**src/rtl/call_ret_sequencer.sv**
```systemverilog
// Micro-op sequencer for CALL/RET/INT/RTI: freezes fetch, injects push/pop
// micro-ops into decode, gathers popped words and ends with a one-cycle PC load.
module call_ret_sequencer #(
    parameter int              DATA_W        = 16,
    parameter int              PC_W          = 32,
    parameter int              OP_W          = 16,
    parameter logic [OP_W-1:0] PUSH_PC_BASE  = 16'h6008,
    parameter logic [OP_W-1:0] POP_PC_BASE   = 16'h7008,
    parameter logic [OP_W-1:0] PUSH_FLAGS_OP = 16'h6010,
    parameter logic [OP_W-1:0] POP_FLAGS_OP  = 16'h7010,
    parameter logic [OP_W-1:0] NOP_OP        = 16'h0000,
    parameter logic [PC_W-1:0] INT_VECTOR    = 32'h0000_0000
) (
    input  logic              clk,
    input  logic              reset,
    input  logic              call,
    input  logic              ret,
    input  logic              intr,
    input  logic              rti,
    input  logic [DATA_W-1:0] rdst_value,
    input  logic [DATA_W-1:0] mem_data,
    input  logic              mem_valid,
    output logic [OP_W-1:0]   out_op,
    output logic              op_valid,
    output logic              stall,
    output logic              change_pc,
    output logic [PC_W-1:0]   pc_out,
    output logic [DATA_W-1:0] flags_out,
    output logic              flags_load,
    output logic              busy
);
    localparam int               PC_WORDS = PC_W / DATA_W;
    localparam int               IDX_W    = 2;
    localparam logic [IDX_W-1:0] LAST_IDX = IDX_W'(PC_WORDS - 1);

    typedef enum logic [2:0] {
        S_IDLE,
        S_PUSH,
        S_PUSHF,
        S_POPF_ISSUE,
        S_POPF_WAIT,
        S_POP_ISSUE,
        S_POP_WAIT,
        S_CHANGE
    } state_t;

    state_t           state;
    logic [IDX_W-1:0] idx;
    logic             is_int;
    logic             pend_int;
    logic [PC_W-1:0]  target;
    logic [PC_W-1:0]  target_merged;
    logic             take_int;
    logic             take_call;
    logic             take_ret;
    logic             take_rti;

    // An interrupt may chain straight out of CHANGE; other requests need IDLE.
    always_comb begin
        take_int  = ((state == S_IDLE) || (state == S_CHANGE)) && (intr || pend_int);
        take_call = (state == S_IDLE) && !take_int && call;
        take_ret  = (state == S_IDLE) && !take_int && !call && ret;
        take_rti  = (state == S_IDLE) && !take_int && !call && !ret && rti;
    end

    // Return PC with the word arriving this cycle already folded in, so the
    // last pop can go straight to CHANGE.
    always_comb begin
        target_merged = target;
        target_merged[int'(idx)*DATA_W +: DATA_W] = mem_data;
    end

    // NOTE: every output is assigned from next-state decisions inside this one
    // clocked block with non-blocking assignments, so all outputs are flops.
    always_ff @(posedge clk) begin
        if (!reset) begin
            state      <= S_IDLE;
            idx        <= '0;
            is_int     <= 1'b0;
            pend_int   <= 1'b0;
            target     <= '0;
            out_op     <= NOP_OP;
            op_valid   <= 1'b0;
            stall      <= 1'b0;
            change_pc  <= 1'b0;
            pc_out     <= '0;
            flags_out  <= '0;
            flags_load <= 1'b0;
            busy       <= 1'b0;
        end else begin
            change_pc  <= 1'b0;
            flags_load <= 1'b0;
            if (intr && (state != S_IDLE)) pend_int <= 1'b1;

            if (take_int) begin
                pend_int <= 1'b0;
                is_int   <= 1'b1;
                target   <= INT_VECTOR;
                idx      <= '0;
                state    <= S_PUSH;
                out_op   <= PUSH_PC_BASE;
                op_valid <= 1'b1;
                stall    <= 1'b1;
                busy     <= 1'b1;
            end else if (take_call) begin
                is_int   <= 1'b0;
                target   <= PC_W'(rdst_value);
                idx      <= '0;
                state    <= S_PUSH;
                out_op   <= PUSH_PC_BASE;
                op_valid <= 1'b1;
                stall    <= 1'b1;
                busy     <= 1'b1;
            end else if (take_ret) begin
                idx      <= LAST_IDX;
                state    <= S_POP_ISSUE;
                out_op   <= POP_PC_BASE + OP_W'(LAST_IDX);
                op_valid <= 1'b1;
                stall    <= 1'b1;
                busy     <= 1'b1;
            end else if (take_rti) begin
                state    <= S_POPF_ISSUE;
                out_op   <= POP_FLAGS_OP;
                op_valid <= 1'b1;
                stall    <= 1'b1;
                busy     <= 1'b1;
            end else begin
                unique case (state)
                    S_IDLE: begin
                        out_op   <= NOP_OP;
                        op_valid <= 1'b0;
                    end
                    S_PUSH: begin
                        if (idx != LAST_IDX) begin
                            idx    <= idx + 1'b1;
                            out_op <= PUSH_PC_BASE + OP_W'(idx + 1'b1);
                        end else if (is_int) begin
                            state  <= S_PUSHF;
                            out_op <= PUSH_FLAGS_OP;
                        end else begin
                            state     <= S_CHANGE;
                            change_pc <= 1'b1;
                            pc_out    <= target;
                            out_op    <= NOP_OP;
                            op_valid  <= 1'b0;
                        end
                    end
                    S_PUSHF: begin
                        state     <= S_CHANGE;
                        change_pc <= 1'b1;
                        pc_out    <= target;
                        out_op    <= NOP_OP;
                        op_valid  <= 1'b0;
                    end
                    S_POPF_ISSUE, S_POPF_WAIT: begin
                        if (mem_valid) begin
                            flags_out  <= mem_data;
                            flags_load <= 1'b1;
                            idx        <= LAST_IDX;
                            state      <= S_POP_ISSUE;
                            out_op     <= POP_PC_BASE + OP_W'(LAST_IDX);
                            op_valid   <= 1'b1;
                        end else begin
                            state    <= S_POPF_WAIT;
                            out_op   <= NOP_OP;
                            op_valid <= 1'b0;
                        end
                    end
                    S_POP_ISSUE, S_POP_WAIT: begin
                        if (!mem_valid) begin
                            state    <= S_POP_WAIT;
                            out_op   <= NOP_OP;
                            op_valid <= 1'b0;
                        end else if (idx == '0) begin
                            target    <= target_merged;
                            state     <= S_CHANGE;
                            change_pc <= 1'b1;
                            pc_out    <= target_merged;
                            out_op    <= NOP_OP;
                            op_valid  <= 1'b0;
                        end else begin
                            target   <= target_merged;
                            idx      <= idx - 1'b1;
                            state    <= S_POP_ISSUE;
                            out_op   <= POP_PC_BASE + OP_W'(idx - 1'b1);
                            op_valid <= 1'b1;
                        end
                    end
                    S_CHANGE: begin
                        state <= S_IDLE;
                        stall <= 1'b0;
                        busy  <= 1'b0;
                    end
                    default: state <= S_IDLE;
                endcase
            end
        end
    end

endmodule

```
**config.mk**
```make
export PLATFORM = sky130hd
export DESIGN_NAME = call_ret_sequencer
export DESIGN_NICKNAME = d
export VERILOG_FILES = /design/src/rtl/call_ret_sequencer.sv
export SDC_FILE = /design/constraint.sdc
export NUM_CORES = 1
export LEC_CHECK = 0
export BUFFER_PORTS_ARGS = -buffer_cell sky130_fd_sc_hd__buf_2
export CORE_UTILIZATION = 57
export CTS_BUF_LIST = sky130_fd_sc_hd__clkbuf_8 sky130_fd_sc_hd__clkbuf_16
export DETAILED_ROUTE_END_ITERATION = 10
export PLACE_DENSITY = 0.84
export SLEW_MARGIN = 20
export SYNTH_ARGS = -nofsm -noshare
export SYNTH_HDL_FRONTEND = slang
export SYNTH_SLANG_ARGS = --single-unit
```
**constraint.sdc**
```tcl
create_clock -name clk -period 4.7 [get_ports clk]
set_input_delay 1.41 -clock clk [delete_from_list [all_inputs] [get_ports clk]]
set_output_delay 1.41 -clock clk [all_outputs]
set_load 0.01 [all_outputs]
```
==> flow_summary.json <==
{
  "die_w_microns": 89.75,
  "finalWirelength_microns": 11040,
  "drt-pass1-iter-count": 5,
  "top_flip_flop_cell_by_instance_count_after_synthesis": "sky130_fd_sc_hd__dfxtp_1",
  "wire_per_inst_microns": 15.55,
  "power_leakage_nw": 2.152,
  "number_of_max_cap_violations": 0,
  "post_cts_resized": 0,
  "place_area_sq_mm": 0.004806,
  "cts_root_buffer": "sky130_fd_sc_hd__clkbuf_8",
  "p_seq_frac": 0.445,
  "yosysTopAreaCell": "sky130_fd_sc_hd__dfxtp_1",
  "synth-edff-count": 0,
  "setup_violations": 0,
  "combinational_power_share": 0.290,
  "drive_above_1_share": 0.2177,
  "cp_data_arrival_time_ns": 3.29,
  "syn_area_sq_mm": 0.004389,
  "yosysWarnings": 0,
  "grtUsageTotal": 0.2711,
  "hold_slack_ns": 0.4738,
  "vias": 4158,
  "clock_tree.buffer_depth": 2,
  "post_synth_num_cell_types": 54,
  "detailedPlacementHpwl_microns": 7369,
  "synth_async_sr_flop_share": 0,
  "die_height_microns": 89.75,
  "cts_tree": "done",
  "worst-setup-path-type": "input port to flip-flop",
  "hold_viol_final": 0,
  "cts-hold-fix-buffers": 0,
  "worst-r2r-setup-slack_ns": 1.79,
  "io_buffer_count": 99,
  "post_synth.cell_area_avg_sq_um": 8.174,
  "post_synth_most_frequent_cells": "sky130_fd_sc_hd__dfxtp_1 (98), sky130_fd_sc_hd__nor2_1 (76), sky130_fd_sc_hd__nand2_1 (65)",
  "rsz0062_at_grt": "false",
  "design.final.nets": 653,
  "netlist.area_leader.share": 0.4470,
  "cp_data_required_time_ns": 4.99,
  "drt-vias-per-instance": 5.856,
  "fin_worst_skew_ns": 0.01634,
  "route.antenna.remaining_nets": 0,
  "final-max-slew-violation-count": 0,
  "post-route-cell-area_sq_mm": 0.005022,
  "netlist_instances": 537,
  "grt_start_max_net_pins": 42,
  "power_switching_share": 0.3609,
  "diodes_inserted": 0,
  "cts-buffers-inserted": 9,
  "yosys-top-cells-area": "sky130_fd_sc_hd__dfxtp_1 (45%), sky130_fd_sc_hd__a21oi_1 (6.8%), sky130_fd_sc_hd__nor2_1 (6.5%)",
  "worstMarginPinSlew_ns": 1.089,
  "grt_pass1_wl_microns": 17880,
  "netSwitchingPower_w": 0.0007965,
  "tritoncts_num_sinks": 98,
  "irDropWorstVdd_v": 0.0002380,
  "overflow": 0,
  "synth_seq_area_share": 0.4470,
  "via_count_of_the_first_global_routing_pass": 3694,
  "p_clk_frac": 0.266,
  "finalWorstPathRequiredPeriod_ns": 2.994,
  "finalSetupTns_ns": 0,
  "cellInternalPower_w": 0.001410,
  "htreeDepth": 3,
  "cts.reportedPaths.clkPinSlew_ns": 0.11,
  "routabilityCongestion": 0.8125,
  "critPathMaxFanout": 18,
  "drc_errors": 0,
  "post_cts.repair.setup_buffers": 0,
  "timing.slew.headroom": 0.2743,
  "fin_crit_sh": 0.6370,
  "drt_iter0_drc": 502,
  "dieArea_sq_mm": 0.008055,
  "power.density_cell_area_mw_per_mm2": 439.4,
  "run_status": "finished clean",
  "post-synth-top-count-cell": "sky130_fd_sc_hd__dfxtp_1",
  "max_freq_ghz": 0.3340,
  "critical_path.endpoint_type": "flip-flop",
  "flow.area_growth_from_synthesis_pct": 14.42,
  "initial_utilization": 0.5987,
  "num_rows": 31,
  "ys_ff_latch": 98,
  "antenna_found_initial": 0,
  "timing.hold.worst.class": "flip-flop to flip-flop",
  "core_sq_mm": 0.007331,
  "design.portCount": 108,
  "cp-start-kind": "input port",
  "clk-insertion-delay-late_ns": 0.37
}
-- registers in the layout, indices dropped and copies added, names as in the netlist, 2 cells and up --
name       count
target        32
idx            2
out_op         7
flags_out     16
state          3
pc_out        32
-- critical path, stage by stage --
cell	delay (ns)
sky130_fd_sc_hd__buf_2	0.20
sky130_fd_sc_hd__nand2_1	0.12
sky130_fd_sc_hd__a221oi_4	0.72
sky130_fd_sc_hd__nand2_1	0.52
sky130_fd_sc_hd__o22ai_1	0.31
-- stage by stage --
step | cells | total power (W) | setup slack [ns] | utilization
floorplan | 544 | 0.001455 | 2.138 | -
global placement | 694 | 0.001599 | 1.425 | 0.6556
detailed placement | 694 | 0.001620 | 1.367 | 0.6556
CTS | 710 | 0.002198 | 1.742 | 0.6848
global route | 710 | 0.002316 | 1.530 | 0.6851
finish | 710 | 0.002207 | 1.706 | 0.6851
-- cell families (layout without fill, tap and decap cells) --
family / after synthesis / count (layout) / synth area share
flip-flops: 98 / 98 / 0.4470
other: 1 / 8 / 0.0008544
buffers and inverters: 58 / 125 / 0.06727
adder cells (fa/ha/maj): 10 / 10 / 0.02737
multiplexers: 16 / 16 / 0.03649
XOR/XNOR: 2 / 2 / 0.005703
AND/OR/NAND/NOR: 174 / 174 / 0.1728
AO/OA/AOI/OAI: 178 / 178 / 0.2426
-- cells in the final DEF, fill, tap and decap left out, types with 8 or more instances in the layout --
cell / instances
sky130_fd_sc_hd__a21oi_1: 60
sky130_fd_sc_hd__ha_1: 8
sky130_fd_sc_hd__nand2_1: 64
sky130_fd_sc_hd__conb_1: 8
sky130_fd_sc_hd__mux2i_1: 16
sky130_fd_sc_hd__o22ai_1: 18
sky130_fd_sc_hd__buf_2: 99
sky130_fd_sc_hd__o21ai_0: 42
sky130_fd_sc_hd__clkbuf_8: 9
sky130_fd_sc_hd__dfxtp_1: 98
sky130_fd_sc_hd__a22oi_1: 34
sky130_fd_sc_hd__nor2_1: 76
-- final timing paths --
check             depth (start not counted)                       to                    start
setup reg to reg                          5  target[23]$_SDFFE_PP0P_    state[1]$_SDFFE_PP0P_
setup / recovery                          5   pc_out[9]$_SDFFE_PN0P_                mem_valid
hold reg to reg                           2  pc_out[27]$_SDFFE_PN0P_  target[27]$_SDFFE_PP0P_
hold / removal                            2  pc_out[27]$_SDFFE_PN0P_  target[27]$_SDFFE_PP0P_
-- cell type report --
cell class / instances / area (sq um)
Multi-Input combinational cell: 388 / 2178
Inverter: 7 / 26.28
Clock buffer: 9 / 123.9
Fill cell: 622 / 2308
Clock inverter: 7 / 90.09
Sequential cell: 98 / 1962
Timing Repair Buffer: 102 / 518.0
Tap cell: 99 / 123.9
-- routing by layer --
layer,vias up,routed length [microns],GRT usage
met1,1943,5270,0.4018
met5,-,0,0
met2,193,4889,0.4051
met4,0,189,0.08880
li1,1999,-,-
met3,23,695,0.03723
-- power by group through the flow --
stage / combinational (W) / sequential [W] / clock, W
6_report: 0.000639 / 0.000981 / 0.000587
5_1_grt: 0.000699 / 0.000993 / 0.000624
4_1_cts: 0.000630 / 0.000979 / 0.000589
3_5_place_dp: 0.000623 / 0.000997 / 0
3_3_place_gp: 0.000607 / 0.000993 / 0
2_1_floorplan: 0.000450 / 0.00101 / 0
Note: power is estimated with default switching activity, not from simulation.
